`src/rtl/lva_access_if.sv`:
```
// lva_access_if: trigger/done handshake bus between lva_access and the lva array
interface lva_access_if #(parameter int ADDR = 10);
    logic            trigger;
    logic            write;
    logic [ADDR-1:0] addr;
    logic [31:0]     wdata;
    logic [31:0]     rdata;
    logic            done;
    modport master (output trigger, write, addr, wdata, input rdata, done);
    modport slave  (input trigger, write, addr, wdata, output rdata, done);
endinterface

```
`src/rtl/lva_access.sv`:
```
// lva_access: sequences one load, store or increment of a local variable through the lva handshake
module lva_access #(
    parameter int  LVA_SIZE = 1024,
    parameter int  TIMEOUT  = 16,
    localparam int ADDR     = $clog2(LVA_SIZE)
) (
    input  logic            clk,
    input  logic            rst_n,
    input  logic            start_i,
    input  logic [1:0]      op_i,
    input  logic [ADDR-1:0] index_i,
    input  logic [ADDR-1:0] frame_base_i,
    input  logic [7:0]      inc_const_i,
    input  logic [31:0]     stack_top_i,
    lva_access_if.master    lva,
    output logic            push_o,
    output logic [31:0]     push_value_o,
    output logic            pop_o,
    output logic            busy_o,
    output logic            done_o,
    output logic            err_o
);
    localparam int CW = $clog2(TIMEOUT + 1);
    localparam logic [1:0] OP_LOAD = 2'b00, OP_STORE = 2'b01, OP_INC = 2'b10, OP_RSV = 2'b11;

    typedef enum logic [2:0] {IDLE, RD_ISSUE, RD_WAIT, WR_ISSUE, WR_WAIT, FINISH} state_t;

    state_t          state_q, state_d;
    logic [1:0]      op_q, op_d;
    logic [7:0]      inc_q, inc_d;
    logic [ADDR-1:0] addr_q, addr_d;
    logic [31:0]     rd_q, rd_d;
    logic [31:0]     wdata_q, wdata_d;
    logic            err_q, err_d;
    logic [CW-1:0]   cnt_q, cnt_d;
    logic [ADDR:0]   sum;
    logic            bad;

    always_ff @(posedge clk) begin
        if (!rst_n) begin
            state_q <= IDLE;
            op_q    <= '0;
            inc_q   <= '0;
            addr_q  <= '0;
            rd_q    <= '0;
            wdata_q <= '0;
            err_q   <= 1'b0;
            cnt_q   <= '0;
        end else begin
            state_q <= state_d;
            op_q    <= op_d;
            inc_q   <= inc_d;
            addr_q  <= addr_d;
            rd_q    <= rd_d;
            wdata_q <= wdata_d;
            err_q   <= err_d;
            cnt_q   <= cnt_d;
        end
    end

    always_comb begin
        state_d = state_q;
        op_d    = op_q;
        inc_d   = inc_q;
        addr_d  = addr_q;
        rd_d    = rd_q;
        wdata_d = wdata_q;
        err_d   = err_q;
        cnt_d   = cnt_q;
        sum     = {1'b0, frame_base_i} + {1'b0, index_i};
        bad     = sum >= (ADDR+1)'(LVA_SIZE) || op_i == OP_RSV;
        unique case (state_q)
            IDLE: if (start_i) begin
                op_d    = op_i;
                inc_d   = inc_const_i;
                wdata_d = stack_top_i;
                err_d   = bad;
                addr_d  = bad ? addr_q : sum[ADDR-1:0];
                state_d = bad ? FINISH : (op_i == OP_STORE ? WR_ISSUE : RD_ISSUE);
            end
            RD_ISSUE: begin
                cnt_d   = '0;
                state_d = RD_WAIT;
            end
            RD_WAIT: begin
                cnt_d = cnt_q + CW'(1);
                if (lva.done) begin
                    rd_d    = lva.rdata;
                    wdata_d = lva.rdata + {{24{inc_q[7]}}, inc_q};
                    state_d = op_q == OP_INC ? WR_ISSUE : FINISH;
                end else if (cnt_q == CW'(TIMEOUT - 1)) begin
                    err_d   = 1'b1;
                    state_d = FINISH;
                end
            end
            WR_ISSUE: begin
                cnt_d   = '0;
                state_d = WR_WAIT;
            end
            WR_WAIT: begin
                cnt_d = cnt_q + CW'(1);
                if (lva.done || cnt_q == CW'(TIMEOUT - 1)) begin
                    err_d   = !lva.done;
                    state_d = FINISH;
                end
            end
            FINISH:  state_d = IDLE;
            default: state_d = IDLE;
        endcase
    end

    // write enable on the lva is level-sensitive, so write is confined to WR_ISSUE
    assign lva.trigger  = state_q == RD_ISSUE || state_q == WR_ISSUE;
    assign lva.write    = state_q == WR_ISSUE;
    assign lva.addr     = addr_q;
    assign lva.wdata    = wdata_q;
    assign pop_o        = state_q == WR_ISSUE && op_q == OP_STORE;
    assign push_o       = state_q == FINISH && op_q == OP_LOAD && !err_q;
    assign push_value_o = rd_q;
    assign busy_o       = state_q != IDLE;
    assign done_o       = state_q == FINISH;
    assign err_o        = state_q == FINISH && err_q;
endmodule

```
`src/flat_wrapper.sv`:
```
// flat-port wrapper written by rule: the top's interface ports become plain ports
module lva_access_flat 
#(
    parameter int  LVA_SIZE = 1024,
    parameter int  TIMEOUT  = 16,
    localparam int ADDR     = $clog2(LVA_SIZE)
)
  (clk, rst_n, start_i, op_i, index_i, frame_base_i, inc_const_i, stack_top_i, push_o, push_value_o, pop_o, busy_o, done_o, err_o, lva_trigger, lva_write, lva_addr, lva_wdata, lva_rdata, lva_done);
  lva_access_if #(.ADDR(10)) lva_i ();
  input  logic clk;
  input  logic rst_n;
  input  logic start_i;
  input  logic [1:0] op_i;
  input  logic [ADDR-1:0] index_i;
  input  logic [ADDR-1:0] frame_base_i;
  input  logic [7:0] inc_const_i;
  input  logic [31:0] stack_top_i;
  output logic push_o;
  output logic [31:0] push_value_o;
  output logic pop_o;
  output logic busy_o;
  output logic done_o;
  output logic err_o;
  output wire logic [$bits(lva_i.trigger)-1:0] lva_trigger;
  output wire logic [$bits(lva_i.write)-1:0] lva_write;
  output wire logic [$bits(lva_i.addr)-1:0] lva_addr;
  output wire logic [$bits(lva_i.wdata)-1:0] lva_wdata;
  input wire logic [$bits(lva_i.rdata)-1:0] lva_rdata;
  input wire logic [$bits(lva_i.done)-1:0] lva_done;
  assign lva_trigger = lva_i.trigger;
  assign lva_write = lva_i.write;
  assign lva_addr = lva_i.addr;
  assign lva_wdata = lva_i.wdata;
  assign lva_i.rdata = lva_rdata;
  assign lva_i.done = lva_done;
  lva_access #(.LVA_SIZE(LVA_SIZE), .TIMEOUT(TIMEOUT)) u_core (.clk(clk), .rst_n(rst_n), .start_i(start_i), .op_i(op_i), .index_i(index_i), .frame_base_i(frame_base_i), .inc_const_i(inc_const_i), .stack_top_i(stack_top_i), .lva(lva_i), .push_o(push_o), .push_value_o(push_value_o), .pop_o(pop_o), .busy_o(busy_o), .done_o(done_o), .err_o(err_o));
endmodule
```
`config.mk`:
```
export PLATFORM = sky130hd
export DESIGN_NAME = lva_access_flat
export DESIGN_NICKNAME = d
export VERILOG_FILES = /design/src/rtl/lva_access_if.sv /design/src/rtl/lva_access.sv /design/src/flat_wrapper.sv
export SDC_FILE = /design/constraint.sdc
export NUM_CORES = 1
export LEC_CHECK = 0
export BUFFER_PORTS_ARGS = -buffer_cell sky130_fd_sc_hd__buf_2
export CAP_MARGIN = 20
export CORE_UTILIZATION = 28
export DETAILED_ROUTE_END_ITERATION = 10
export PLACE_DENSITY = 0.56
export SLEW_MARGIN = 5
export SYNTH_ARGS = -nofsm -noshare
export SYNTH_HDL_FRONTEND = slang
export SYNTH_SLANG_ARGS = --single-unit
```
`constraint.sdc`:
```
create_clock -name clk -period 3.1 [get_ports clk]
set_input_delay 0 -clock clk [delete_from_list [all_inputs] [get_ports clk]]
set_output_delay 0 -clock clk [all_outputs]
set_load 0.02 [all_outputs]
```
==> flow_summary.json, run 1 <==
{
  "outcome": "finished clean",
  "drive_gt1_frac": 0.220,
  "synth-async-reset-ratio": 0,
  "r2r_start": "u_core.inc_q[7]",
  "r2r_slack_ns": 0.24,
  "syn_area_um2": 6030,
  "wl_mm": 21.0,
  "synthCells": 805,
  "ios": 179,
  "regArea_um2": 1860,
  "pwr-share-seq": 0.352,
  "max_freq_mhz": 350,
  "worstHoldPathType": "in -> reg",
  "hold_start": "frame_base_i[0]",
  "ys_seq_elements": 93,
  "hold_violations": 0,
  "synth_cell_types": 64,
  "die_h_um": 149,
  "fin_setup_tns_ns": 0,
  "final_antenna_net_count": 0,
  "hold_path_depth": 4,
  "slew_viol_final": 0,
  "p_switching_mw": 1.53,
  "dieArea_um2": 22100,
  "coreArea_um2": 21100,
  "cts_tree": "done",
  "multi_input_area_um2": 3950,
  "synth_edf_count": 0,
  "firstDrtPassIters": 5,
  "cap_violations": 0,
  "rsz0062_at_grt": "false",
  "finalSetupViolations": 0,
  "areaGrowthSynthToFinish_pct": 34.8,
  "p_int_mw": 2.47,
  "fin_hold_ws_ns": 0.00277,
  "io_buffers": 178,
  "start_util": 0.286,
  "layout_common_cells": "buf_2 (178), nand2_1 (162), a21oi_1 (103), dfxtp_1 (93), nor2_1 (62)",
  "drt_iter0_markers": 419,
  "worstPathArrival_ns": 3.12,
  "synth_fp_nets": 948,
  "vias_per_cell": 5.05,
  "clk_latency_ns": 0.36,
  "ir_drop_v": 0.000252,
  "synthFlopType": "dfxtp_1",
  "grt_pass1_vias": 6223,
  "grt_max_degree": 41,
  "yosys_warnings": 0,
  "p_clk_frac": 0.272,
  "clkTransAtPathRegs_ns": 0.07,
  "power_density_nw_per_um2": 492,
  "fin_skew_ns": 0.00741,
  "cts.path.max_buffers": 2,
  "rows": 53,
  "syn_avg_cell_area_um2": 7.49,
  "cts_root_buf": "clkbuf_16",
  "final_common_cell": "buf_2",
  "grt_antenna_before_repair": 1,
  "cp-end-kind": "flip-flop",
  "finalCritPeriodShare": 0.921,
  "cp-startpoint": "u_core.inc_q[7]",
  "fin_crit_ns": 2.86,
  "gp_congestion": 0.920,
  "start_kind": "flip-flop",
  "nFillCells": 2259,
  "relSlewSlack": 0.661,
  "ff2ff_path_depth": 9,
  "grt.overflow.total": 0,
  "drcViolationCount": 0,
  "dp_hpwl_mm": 15.7,
  "yosys.area.top_type": "dfxtp_1",
  "crit_required_ns": 3.36,
  "p_sw_frac": 0.383,
  "combPwrFrac": 0.376,
  "synth_area_leaders": "dfxtp_1 (31%), nand2_1 (10%), ha_1 (8.9%), a21oi_1 (8.5%), nor2_1 (3.9%)",
  "ys_seq_area_frac": 0.309,
  "tightest_slew_ns": 0.508,
  "nNetsFinal": 1173,
  "cts.sinks": 93,
  "grt_util_all_layers": 0.191,
  "p_leak_nw": 3.61,
  "die_w_um": 149,
  "crit_fanout": 14,
  "critPathKind": "reg -> reg",
  "cts_made_buffers": 9,
  "h-tree-depth": 3,
  "grt_pass1_wl_mm": 32.9,
  "wl_per_cell_um": 16.0,
  "hold_path_end": "u_core.lva.addr[0]",
  "timing.rr.end": "u_core.lva.wdata[30]",
  "synth_top_cell_area_share": 0.309,
  "via_count": 6609
}
[how the worst max path moves through the flow]
stage | slack (ns) | end
2_1_floorplan | 0.28 | u_core.lva.wdata[26]
3_3_place_gp | 0.24 | u_core.lva.wdata[29]
3_5_place_dp | 0.18 | u_core.lva.wdata[28]
4_1_cts | 0.15 | u_core.lva.wdata[28]
5_1_grt | 0.08 | u_core.lva.wdata[30]
6_report | 0.24 | u_core.lva.wdata[30]
[critical path, cell delays in order (launching register included)]
cell and delay [ns]:
dfxtp_1 0.55, buf_4 0.28, ha_1 0.38, and2_1 0.23, a221o_1 0.38, a211oi_1 0.24
o21ai_0 0.15, mux2i_1 0.14, o21ai_0 0.16, nor4bb_1 0.23
[sequential cells by signal, summed over array words and instances, names as in the netlist]
name	cells
u_core.cnt_q	5
u_core.lva.wdata	32
u_core.op_q	2
u_core.inc_q	8
u_core.push_value_o	32
u_core.err_q	1
u_core.lva.addr	10
u_core.state_q	3
[synth_stat cells, types with 13 or more instances]
library cell  count
nand2_1         162
a21oi_1         103
dfxtp_1          93
nor2_1           62
ha_1             43
o21ai_0          41
clkbuf_1         36
nand3_1          21
xnor2_1          17
mux2i_1          16
inv_1            15
nor3_1           13
xor2_1           13
[per-stage QoR]
step           instance area [µm²]  total power, mW  cells   util  worst slack, ns
4_1_cts                       8120             4.03   1309  0.385            0.147
2_1_floorplan                 6030             2.38    805      -            0.284
3_5_place_dp                  7260             2.87   1236  0.344            0.176
5_1_grt                       8120             4.25   1309  0.385           0.0809
3_3_place_gp                  7260             2.88   1236  0.344            0.242
6_report                      8130             4.00   1310  0.385            0.245
[cell families (layout without fill, tap and decap cells)]
kind of cell,after synthesis,count (layout),synth area share
flops,93,93,0.309
xor+xnor,30,30,0.0436
fa+ha+maj,45,45,0.0959
compound gates,243,243,0.249
mux,16,16,0.0266
other cells,0,1,0
buf+inv,59,288,0.0382
simple gates,319,319,0.238
[power by group through the flow]
stage | combinational [mW] | sequential [mW] | clock (mW)
after global routing | 1.66 | 1.42 | 1.17
after detailed placement | 1.44 | 1.43 | 0
after CTS | 1.51 | 1.40 | 1.12
after floorplan | 0.842 | 1.54 | 0
final | 1.50 | 1.41 | 1.09
after global placement | 1.44 | 1.43 | 0
[layer usage]
metal | vias to the layer above | track usage | share of wire
li1 | 3341 | - | -
met1 | 3046 | 0.246 | 0.47
met2 | 206 | 0.315 | 0.45
met3 | 16 | 0.0495 | 0.069
met4 | 0 | 0.0459 | 0.012
met5 | - | 0 | 0
[layout make-up]
class                           count  area share
Clock inverter                      4     0.00400
Clock buffer                       11      0.0299
Antenna cell                        1    0.000308
Tap cell                          275      0.0423
Sequential cell                    93       0.229
Inverter                           15     0.00693
Timing Repair Buffer              258       0.201
Multi-Input combinational cell    653       0.486
[repair_timing]
item                       in CTS  in global routing
hold buffers                   58                  0
setup endpoints to repair       0                  3
buffers inserted                0                  0
gates resized for setup         0                  1
hold endpoints to repair       59                  0
Note: power is estimated with default switching activity, not from simulation.
==> inputs of run 2 (changes only) <==
Settings changed: BUFFER_PORTS_ARGS -buffer_cell sky130_fd_sc_hd__buf_2 to -buffer_cell sky130_fd_sc_hd__buf_4.
==> flow_summary.json, run 2 (synthesis gave the netlist of run 1 again) <==
{
  "cts_root_buf": "clkbuf_16",
  "final_common_cell": "buf_4",
  "start_kind": "input pin",
  "power_density_nw_per_um2": 479,
  "fin_skew_ns": 0.00839,
  "dieArea_um2": 22100,
  "grt_pass1_vias": 6427,
  "final_antenna_net_count": 0,
  "p_leak_nw": 3.71,
  "finalSetupViolations": 0,
  "layout_common_cells": "buf_4 (195), nand2_1 (162), a21oi_1 (103), dfxtp_1 (92)",
  "topRoutingLayerUsed": "met4",
  "crit_fanout": 9,
  "firstDrtPassIters": 5,
  "critPathKind": "in -> reg",
  "dpl.cell_count": 1232,
  "cap_violations": 0,
  "grt_pass1_wl_mm": 33.5,
  "die_w_um": 149,
  "grt_max_degree": 56,
  "fin_setup_tns_ns": 0,
  "wl_met1_mm": 9.92,
  "crit_required_ns": 3.33,
  "relSlewSlack": 0.551,
  "final_cells": 1311,
  "start_util": 0.286,
  "coreArea_um2": 21100,
  "cp-end-kind": "flip-flop",
  "nNetsFinal": 1173,
  "die_h_um": 149,
  "grt.overflow.total": 0,
  "wl_mm": 21.5,
  "met3_length_mm": 1.40,
  "fin_area_um2": 8600,
  "via_count": 6593,
  "rsz0062_at_grt": "false",
  "post_cts_buffers": 0,
  "cts_made_buffers": 9,
  "worstHoldPathType": "in -> reg",
  "dp_hpwl_mm": 15.7,
  "slew_viol_final": 0,
  "outcome": "finished clean",
  "clkTransAtPathRegs_ns": 0.08,
  "fin_crit_ns": 2.83,
  "drcViolationCount": 0,
  "rows": 53,
  "areaGrowthSynthToFinish_pct": 42.6,
  "place_ws_ns": 0.128,
  "fin_hold_ws_ns": 0.0248,
  "place_area_um2": 7690,
  "gp_congestion": 0.915,
  "grt_antenna_before_repair": 1,
  "io_buffers": 178,
  "finalCritPeriodShare": 0.913,
  "ir_drop_v": 0.000232,
  "hold_violations": 0,
  "cts.sinks": 93,
  "power_mw": 4.12,
  "tightest_slew_ns": 0.674,
  "grt_util_all_layers": 0.194,
  "clk_latency_ns": 0.36,
  "cts.path.max_buffers": 2,
  "worstPathArrival_ns": 3.06,
  "max_freq_mhz": 353,
  "final_core_utilization": 0.408,
  "worst_slack_ns": 0.268,
  "ios": 179,
  "vias_per_cell": 5.03,
  "h-tree-depth": 3,
  "drive_gt1_frac": 0.217,
  "wl_met2_mm": 9.80,
  "drt_iter0_markers": 402,
  "wl_per_cell_um": 16.4,
  "cts_tree": "done"
}
run 2: cell count changes in the layout (fill, tap and decap cells not counted), sizes merged:
| cell | before | now |
|---|---|---|
| buf | 200 | 196 |
| clkbuf | 11 | 9 |
| clkinv | 0 | 3 |
| clkinvlp | 2 | 1 |
| dlygate4sd3 | 58 | 62 |
| inv | 17 | 18 |
run 2: critical path, stage by stage:
cell	delay [ns]
dlygate4sd3_1	0.53
buf_4	0.13
ha_1	0.19
fa_1	0.43
a211oi_1	0.28
o21bai_1	0.13
a31o_1	0.25
a41oi_1	0.34
nand3_1	0.28
buf_4	0.29
mux2i_1	0.15
nor2_1	0.05
run 2: layout make-up:
class                           instances  area, µm²
Antenna cell                            1       2.50
Clock buffer                            9        225
Clock inverter                          7       58.8
Fill cell                            2191      12500
Inverter                               15       56.3
Multi-Input combinational cell        653       3950
Sequential cell                        93       1860
Tap cell                              275        344
Timing Repair Buffer                  258       2100
run 2: timing repair:
action / CTS / global route
endpoints found under the hold margin: 62 / 0
gates resized for setup: 0 / 1
hold buffers: 62 / 0
endpoints found under the setup margin: 0 / 3
run 2: final timing paths:
check,start,to,slack (ns),depth (start not counted)
setup / recovery,frame_base_i[0],u_core.lva.addr[1],0.27,12
hold / removal,stack_top_i[7],u_core.lva.wdata[7],0.02,4
setup reg to reg,u_core.inc_q[7],u_core.lva.wdata[30],0.27,9
hold reg to reg,u_core.push_value_o[12],u_core.push_value_o[12],0.46,2
run 2: power by group:
group	switching, mW	total [mW]	internal, mW
logic	0.923	1.59	0.664
clock network	0.549	1.11	0.558
registers	0.101	1.42	1.32
run 2: layer usage:
layer	vias to the layer above	track usage
li1	3334	-
met1	3050	0.248
met2	183	0.316
met3	26	0.0532
met4	0	0.0556
met5	-	0
==> inputs of run 3 (changes only) <==
Settings changed: CORE_MARGIN set to 2, MAX_ROUTING_LAYER set to met4.
==> flow_summary.json, run 3 (synthesis gave the netlist of run 1 again) <==
{
  "cts.path.max_buffers": 2,
  "p_sw_frac": 0.375,
  "crit_required_ns": 3.33,
  "grt_pass1_vias": 6264,
  "wl_per_cell_um": 16.3,
  "combPwrFrac": 0.376,
  "layout_common_cells": "buf_4 (200), nand2_1 (162), a21oi_1 (103), dfxtp_1 (93), nor2_1 (62)",
  "areaGrowthSynthToFinish_pct": 43.0,
  "hold_path_depth": 3,
  "ir_drop_v": 0.000255,
  "fin_crit_ns": 2.84,
  "gr-usage-met1": 0.246,
  "die_w_um": 151,
  "cts_hold_buf": 60,
  "grt_max_degree": 42,
  "fin_skew_ns": 0.0145,
  "outcome": "finished clean",
  "grt.overflow.total": 0,
  "rows": 53,
  "p_switching_mw": 1.58,
  "rsz0062_at_grt": "false",
  "cts_made_buffers": 9,
  "cpPeakStageDelay_ns": 0.56,
  "dp_hpwl_mm": 16.3,
  "ff2ff_path_depth": 8,
  "path_depth": 8,
  "slew_viol_final": 0,
  "drt_iter0_markers": 412,
  "nNetsFinal": 1175,
  "cts_tree": "done",
  "relSlewSlack": 0.486,
  "gp_congestion": 0.935,
  "clk_latency_ns": 0.36,
  "cts_resized": 0,
  "via_count": 6608,
  "finalSetupViolations": 0,
  "finalCritPeriodShare": 0.917,
  "die_h_um": 151,
  "worstPathCellList": "ha_1 -> a21o_1 -> a311o_1 -> a311oi_1 -> o21bai_1 -> a21oi_1 -> xor2_1 -> o22ai_1",
  "slowest_stage": "dfxtp_1",
  "grt.busiest_layer": "met2",
  "hold_violations": 0,
  "cp-end-kind": "flip-flop",
  "max_freq_mhz": 352,
  "worstPathArrival_ns": 3.08,
  "clkTransAtPathRegs_ns": 0.08,
  "tightest_slew_ns": 0.770,
  "diodes": 0,
  "drive_gt1_frac": 0.220,
  "dieArea_um2": 22700,
  "grt_antenna_before_repair": 0,
  "power_density_nw_per_um2": 489,
  "crit_fanout": 10,
  "grt_use_met2": 0.305,
  "nFillCells": 2224,
  "p_leak_nw": 3.73,
  "cap_violations": 0,
  "start_util": 0.286,
  "critPathTopFamily": "compound AO/OA/AOI/OAI gates",
  "worstHoldPathType": "in -> reg",
  "final_antenna_net_count": 0,
  "final_common_cell": "buf_4",
  "cts.sinks": 93,
  "wl_mm": 21.4,
  "start_kind": "flip-flop",
  "pwr-share-seq": 0.337,
  "p_clk_frac": 0.287,
  "cts_root_buf": "clkbuf_16",
  "worst-path-buf-inv": 0,
  "fin_setup_tns_ns": 0,
  "firstDrtPassIters": 5,
  "grt_util_all_layers": 0.191,
  "use_met3": 0.0424,
  "vias_per_cell": 5.04,
  "io_buffers": 178,
  "p_int_mw": 2.63,
  "ios": 179,
  "critPathKind": "reg -> reg",
  "h-tree-depth": 3,
  "coreArea_um2": 21100,
  "fin_hold_ws_ns": 0.0217,
  "post_cts_buffers": 0,
  "grt_pass1_wl_mm": 32.8,
  "drcViolationCount": 0
}
-- run 3: changes by cell type in the layout (fill, tap and decap cells not counted), sizes merged --
cell,previous run,this run
dlygate4sd3,62,60
clkinv,3,2
diode,1,0
inv,18,19
bufinv,0,1
buf,196,200
clkinvlp,1,0
-- run 3: worst paths after layout --
kind | to | slack, ns | from
min reg2reg | u_core.push_value_o[13] | 0.46 | u_core.push_value_o[13]
min | u_core.err_q | 0.02 | lva_done
max reg2reg | u_core.lva.wdata[29] | 0.26 | u_core.inc_q[7]
max | u_core.lva.wdata[29] | 0.26 | u_core.inc_q[7]
-- run 3: worst reg2reg max path, delay by kind of cell, from the launching register on --
family                     cells  cell delay [ns]
xor gates and xnor gates       1             0.21
adders and majority gates      1             0.41
AOI/OAI and AO/OA              6             1.54
DFF                            1             0.56
-- run 3: area by class of cell --
cell class	instances	area, µm²	share of cell area
multi-input cells	653	3950	0.458
repair buffers	260	2100	0.244
flip-flops and latches	93	1860	0.216
well taps	275	344	0.0399
clock buffers	9	225	0.0261
clock inverters	7	87.6	0.0102
inverters	15	56.3	0.00653
-- run 3: routing by layer --
| layer | vias up | share of wire |
|---|---|---|
| met2 | 202 | 0.45 |
| li1 | 3328 | - |
| met4 | 0 | 0.012 |
| met5 | - | 0 |
| met3 | 20 | 0.066 |
| met1 | 3058 | 0.47 |
-- run 3: through the flow --
stage / util / instances / power (mW) / setup slack (ns) / cell area (µm²)
2_1_floorplan: - / 805 / 2.38 / 0.284 / 6030
3_3_place_gp: 0.366 / 1236 / 2.97 / 0.365 / 7710
3_5_place_dp: 0.366 / 1236 / 2.97 / 0.327 / 7710
4_1_cts: 0.409 / 1312 / 4.26 / 0.297 / 8620
5_1_grt: 0.409 / 1312 / 4.46 / 0.124 / 8620
6_report: 0.409 / 1312 / 4.21 / 0.258 / 8620
-- run 3: power by group through the flow --
stage / Clock (mW) / Sequential, mW / Combinational (mW)
after global placement: 0 / 1.45 / 1.52
after detailed placement: 0 / 1.45 / 1.52
after floorplan: 0 / 1.54 / 0.842
final: 1.21 / 1.42 / 1.59
after CTS: 1.24 / 1.42 / 1.59
after global routing: 1.28 / 1.44 / 1.74
